[config.mk]
export PLATFORM = sky130hd
export DESIGN_NAME = gate_op_scheduler
export DESIGN_NICKNAME = d
export VERILOG_FILES = /design/src/rtl/gate_op_scheduler.sv
export SDC_FILE = /design/constraint.sdc
export NUM_CORES = 1
export LEC_CHECK = 0
export ABC_AREA = 1
export BUFFER_PORTS_ARGS = -buffer_cell sky130_fd_sc_hd__buf_4
export CAP_MARGIN = 10
export CORE_UTILIZATION = 40
export CTS_BUF_LIST = sky130_fd_sc_hd__clkbuf_8 sky130_fd_sc_hd__clkbuf_16
export CTS_CLUSTER_SIZE = 8
export DETAILED_ROUTE_END_ITERATION = 8
export GPL_TIMING_DRIVEN = 0
export PLACE_DENSITY_LB_ADDON = 0.3
export SLEW_MARGIN = 0
export SYNTH_ARGS = -nofsm -noshare
export SYNTH_HDL_FRONTEND = slang
export SYNTH_HIERARCHICAL = 1
export SYNTH_SLANG_ARGS = --single-unit
[constraint.sdc]
create_clock -name clk -period 6.7 [get_ports clk]
set_input_delay 1.005 -clock clk [delete_from_list [all_inputs] [get_ports clk]]
set_output_delay 1.005 -clock clk [all_outputs]
set_load 0.02 [all_outputs]
[src/rtl/gate_op_scheduler.sv]
// Round-robin scheduler sharing one gate evaluation unit among NUM_REQ requesters,
// with a one-entry result register. Optional grant counters: GATE_SCHED_STATS_EN.
module gate_eval #(
  parameter int DATA_W = 1
) (
  input  logic [2:0]        op,
  input  logic [DATA_W-1:0] a,
  input  logic [DATA_W-1:0] b,
  output logic [DATA_W-1:0] y,
  output logic              err
);
  always_comb begin
    y   = '0;
    err = 1'b0;
    case (op)
      3'd0:    y = a & b;
      3'd1:    y = a | b;
      3'd2:    y = a ^ b;
      3'd3:    y = ~(a & b);
      3'd4:    y = ~(a | b);
      3'd5:    y = ~(a ^ b);
      3'd6:    y = ~a;
      default: err = 1'b1;
    endcase
  end
endmodule

`ifdef GATE_SCHED_STATS_EN
module gate_stat_cnt (
  input  logic        clk,
  input  logic        rst_n,
  input  logic        clr,
  input  logic        inc,
  output logic [15:0] cnt
);
  // clr dominates a coincident grant
  always_ff @(posedge clk or negedge rst_n) begin
    if (!rst_n)                         cnt <= '0;
    else if (clr)                       cnt <= '0;
    else if (inc && cnt != 16'hFFFF)    cnt <= cnt + 16'd1;
  end
endmodule
`endif

module gate_op_scheduler #(
  parameter int NUM_REQ = 4,
  parameter int DATA_W  = 1,
  parameter int ID_W    = 2
) (
  input  logic                        clk,
  input  logic                        rst_n,
  input  logic [NUM_REQ-1:0]          req_valid,
  output logic [NUM_REQ-1:0]          req_ready,
  input  logic [3*NUM_REQ-1:0]        req_op,
  input  logic [DATA_W*NUM_REQ-1:0]   req_a,
  input  logic [DATA_W*NUM_REQ-1:0]   req_b,
  output logic                        resp_valid,
  input  logic                        resp_ready,
  output logic [DATA_W-1:0]           resp_y,
  output logic [ID_W-1:0]             resp_id,
  output logic                        resp_err
`ifdef GATE_SCHED_STATS_EN
  ,
  input  logic                        stat_clr,
  output logic [16*NUM_REQ-1:0]       stat_grants
`endif
);
  typedef enum logic {EMPTY, FULL} slot_t;

  slot_t             state, state_nxt;
  logic [ID_W-1:0]   last_grant, gnt_idx, scan;
  logic              gnt_found, can_accept, accept;
  logic [2:0]        sel_op;
  logic [DATA_W-1:0] sel_a, sel_b, eval_y;
  logic              eval_err;

  assign can_accept = (state == EMPTY) || resp_ready;
  assign accept     = rst_n && can_accept && gnt_found;
  assign resp_valid = (state == FULL);

  // Scan upward from last_grant+1 with explicit wrap so NUM_REQ needn't be 2**n
  always_comb begin
    gnt_found = 1'b0;
    gnt_idx   = '0;
    scan      = last_grant;
    for (int k = 0; k < NUM_REQ; k++) begin
      scan = (scan == ID_W'(NUM_REQ-1)) ? '0 : scan + 1'b1;
      if (!gnt_found && req_valid[scan]) begin
        gnt_found = 1'b1;
        gnt_idx   = scan;
      end
    end
  end

  always_comb begin
    req_ready = '0;
    sel_op    = '0;
    sel_a     = '0;
    sel_b     = '0;
    for (int i = 0; i < NUM_REQ; i++) begin
      if (gnt_idx == ID_W'(i)) begin
        req_ready[i] = accept;
        sel_op       = req_op[3*i +: 3];
        sel_a        = req_a[DATA_W*i +: DATA_W];
        sel_b        = req_b[DATA_W*i +: DATA_W];
      end
    end
  end

  gate_eval #(.DATA_W(DATA_W)) u_eval (
    .op(sel_op), .a(sel_a), .b(sel_b), .y(eval_y), .err(eval_err)
  );

  always_ff @(posedge clk or negedge rst_n) begin
    if (!rst_n) state <= EMPTY;
    else        state <= state_nxt;
  end

  always_comb begin
    state_nxt = state;
    if (accept)          state_nxt = FULL;
    else if (can_accept) state_nxt = EMPTY;
  end

  always_ff @(posedge clk or negedge rst_n) begin
    if (!rst_n) begin
      resp_y     <= '0;
      resp_id    <= '0;
      resp_err   <= 1'b0;
      last_grant <= ID_W'(NUM_REQ-1);
    end else if (accept) begin
      resp_y     <= eval_y;
      resp_id    <= gnt_idx;
      resp_err   <= eval_err;
      last_grant <= gnt_idx;
    end
  end

`ifdef GATE_SCHED_STATS_EN
  for (genvar g = 0; g < NUM_REQ; g++) begin : g_stat
    gate_stat_cnt u_cnt (
      .clk(clk), .rst_n(rst_n), .clr(stat_clr), .inc(req_ready[g]),
      .cnt(stat_grants[16*g +: 16])
    );
  end
`endif
endmodule
==> flow_summary.yaml <==
route:
  total_drc_errors_in_the_routed_layout: 0
  detail_route.vias_per_cell: 5.133
  drt_iter0_markers: 25
  drt.antenna.violating_nets: 0
  routed_wire_length_per_instance_um: 10.62
  route.vias.total: 1155
  routed_wl_mm: 2.389
  drtPass1Iterations: 4
sta:
  final_hold_viol_count: 0
  finalSetupViolations: 0
  rsz0062_at_grt: "false"
  tightestPinTransition_ps: 268.6
  timing.max_slew.rel_slack: 0.8209
  timing.final.crit_share: 0.5117
  worst_clock_skew_ps: 0.8872
  achievable-frequency_mhz: 291.7
  totalNegativeSetupSlack_ps: 0
  holdWs_ps: 464.7
  fin_crit_ps: 3429
  drv_slew: 0
worst_setup_path:
  crit-reg2reg-capture: "resp_y"
  regToRegStartpoint: "last_grant[0]"
  critPathMaxFanout: 10
  required_ps: 5690
  crit_start: "req_valid[2]"
  crit_arrival_ps: 2420
  rrSetupSlack_ps: 3780
  end_kind: "output pin"
  number_of_cell_instances_on_the_worst_register_to_register_path: 21
  worst_setup_path_endpoint: "req_ready[0]"
  type_of_the_setup_path_with_the_least_slack: "input pin to output pin"
  crit_path_start_kind: "input pin"
clocking:
  clock_path_buffers: 2
  clk-insertion-delay-late_ps: 220
  postCtsSetupBuffers: 0
  numClockSinks: 7
  postCtsResizedCells: 0
  tritoncts_buffer_count: 3
  root_driver: "sky130_fd_sc_hd__clkbuf_8"
  clock_tree_from_tritoncts: "built"
  ctsHoldBuffers: 0
  h-tree-depth: 1
  clkTransAtPathRegs_ps: 40
global_routing:
  grt_antenna_before_repair: 0
  grt_usage: 0.2014
  grt_pass1_vias: 1017
  grt_start_max_net_pins: 11
  grt_first_pass_wirelength_mm: 4.022
  gr-total-overflow: 0
hold_path:
  hp-class: "flop to flop"
final_layout:
  total_area_of_multi_input_combinational_cells_sq_um: 633.1
  share_of_cells_above_drive_strength_1: 0.3147
  layout.nets: 228
  syn2layout_area_growth_pct: 37.23
  n_fill_cell: 224
  antenna_cells_inserted: 0
  finalCoreUtilization: 0.5768
  ff_latch_area_sq_um: 177.7
floorplanning:
  die_y_um: 49.98
  chip_width_um: 49.98
  core_area_sq_um: 2191
  initial_core_util: 0.4203
  boundaryPins: 36
  rows: 17
  die_area_sq_um: 2498
run_status:
  outcome: "completed"
placed_design:
  place.gp.congestion: 0.8262
  dp_hpwl_mm: 1.990
  place.port_buffers: 35
synthesis:
  synth-seq-area-share: 0.1929
  synth.ff_latch_count: 7
  yosysTopAreaCellShare: 0.2283
  yosysTopAreaCell: "sky130_fd_sc_hd__nand2_1"
  yosysUniqueCellTypes: 21
  synth_area_leaders: "sky130_fd_sc_hd__nand2_1 (23%), sky130_fd_sc_hd__nand3_1 (16%), sky130_fd_sc_hd__dfrtp_1 (14%)"
  synthesis.nets: 188
  syn-cell-area_sq_um: 920.9
  ys.warnings.count: 6
  synth_cells: 158
  synthesis.area_per_instance_sq_um: 5.828
flow_run:
  max-cap-violations: 0
## area by class of cell
| type | count | share of cell area |
|---|---|---|
| Clock inverter | 1 | 0.002970 |
| Inverter | 21 | 0.06238 |
| Multi-Input combinational cell | 127 | 0.5010 |
| Buffer | 3 | 0.02475 |
| Clock buffer | 3 | 0.03267 |
| Sequential cell | 7 | 0.1406 |
| Tap cell | 28 | 0.02772 |
| Timing Repair Buffer | 35 | 0.2079 |
## metrics by stage
| stage | setup slack, ps | std cells | area, sq um |
|---|---|---|---|
| global placement | 3327 | 221 | 1219 |
| CTS | 3257 | 225 | 1264 |
| global route | 3084 | 225 | 1264 |
| floorplan | 3391 | 158 | 920.9 |
| finish | 3271 | 225 | 1264 |
| detailed placement | 3268 | 221 | 1219 |
## metal layers
layer / track usage / wire length [um]
met5: 0 / 0
met4: 0.05238 / 22
met3: 0.01235 / 74
met2: 0.3511 / 1184
met1: 0.2639 / 1107
## cells in the final DEF (no fill, tap or decap)
| cell type | count |
|---|---|
| sky130_fd_sc_hd__nand4_1 | 9 |
| sky130_fd_sc_hd__nor3_1 | 1 |
| sky130_fd_sc_hd__buf_6 | 1 |
| sky130_fd_sc_hd__nor2_1 | 11 |
| sky130_fd_sc_hd__o21ai_2 | 4 |
| sky130_fd_sc_hd__nor2_4 | 2 |
| sky130_fd_sc_hd__clkbuf_8 | 3 |
| sky130_fd_sc_hd__inv_1 | 18 |
| sky130_fd_sc_hd__buf_8 | 1 |
| sky130_fd_sc_hd__inv_2 | 4 |
| sky130_fd_sc_hd__buf_2 | 1 |
| sky130_fd_sc_hd__nor2_2 | 2 |
| sky130_fd_sc_hd__nand2_1 | 56 |
| sky130_fd_sc_hd__nand2_4 | 1 |
| sky130_fd_sc_hd__nand2_2 | 5 |
| sky130_fd_sc_hd__nand3_1 | 29 |
| sky130_fd_sc_hd__dfstp_2 | 2 |
| sky130_fd_sc_hd__nand3_2 | 1 |
| sky130_fd_sc_hd__a21oi_1 | 1 |
| sky130_fd_sc_hd__ha_1 | 3 |
| sky130_fd_sc_hd__o21ai_0 | 2 |
| sky130_fd_sc_hd__dfrtp_1 | 5 |
| sky130_fd_sc_hd__buf_4 | 35 |
## cell usage after synthesis
cell / instances
sky130_fd_sc_hd__buf_8: 1
sky130_fd_sc_hd__dfstp_2: 2
sky130_fd_sc_hd__nor2_2: 2
sky130_fd_sc_hd__nor2_4: 2
sky130_fd_sc_hd__inv_2: 4
sky130_fd_sc_hd__nand3_2: 1
sky130_fd_sc_hd__nand2_4: 1
sky130_fd_sc_hd__nand2_1: 56
sky130_fd_sc_hd__inv_1: 17
sky130_fd_sc_hd__dfrtp_1: 5
sky130_fd_sc_hd__buf_6: 1
sky130_fd_sc_hd__o21ai_0: 2
sky130_fd_sc_hd__nor3_1: 1
sky130_fd_sc_hd__a21oi_1: 1
sky130_fd_sc_hd__buf_2: 1
sky130_fd_sc_hd__nand3_1: 29
sky130_fd_sc_hd__nor2_1: 11
sky130_fd_sc_hd__nand4_1: 9
sky130_fd_sc_hd__o21ai_2: 4
sky130_fd_sc_hd__nand2_2: 5
sky130_fd_sc_hd__ha_1: 3
## worst max-delay path: stages
cell and delay (ps):
sky130_fd_sc_hd__buf_4 110, sky130_fd_sc_hd__inv_1 60, sky130_fd_sc_hd__nand2_1 60, sky130_fd_sc_hd__nand3_1 110
sky130_fd_sc_hd__nand2_1 120, sky130_fd_sc_hd__inv_2 120, sky130_fd_sc_hd__nand4_1 90, sky130_fd_sc_hd__nand2_1 100
sky130_fd_sc_hd__nand2_2 100, sky130_fd_sc_hd__buf_8 160, sky130_fd_sc_hd__nor3_1 200, sky130_fd_sc_hd__buf_4 180
## flip-flops by register name, summed over array words and instances (netlist names)
signal / count
resp_valid: 1
last_grant: 2
resp_err: 1
resp_id: 2
resp_y: 1
## cell families (layout without fill, tap and decap cells)
logic type | after synthesis | after routing | synth area share
AO/OA/AOI/OAI | 7 | 7 | 0.05434
adder cells (fa/ha/maj) | 3 | 3 | 0.04077
AND/OR/NAND/NOR | 117 | 117 | 0.5924
buffers and inverters | 24 | 63 | 0.1195
flip-flops | 7 | 7 | 0.1929
## worst min path at each step
stage,startpoint,end,slack (ps),depth (start not counted)
3_5_place_dp,resp_err,resp_err,460,2
6_report,last_grant[1],last_grant[1],460,2
2_1_floorplan,last_grant[1],last_grant[1],440,2
4_1_cts,last_grant[1],last_grant[1],470,2
5_1_grt,last_grant[1],last_grant[1],500,2
3_3_place_gp,last_grant[1],last_grant[1],450,2
Power is not shown: default switching activity piles up to over one toggle a cycle in this logic, so the estimate is an artifact.
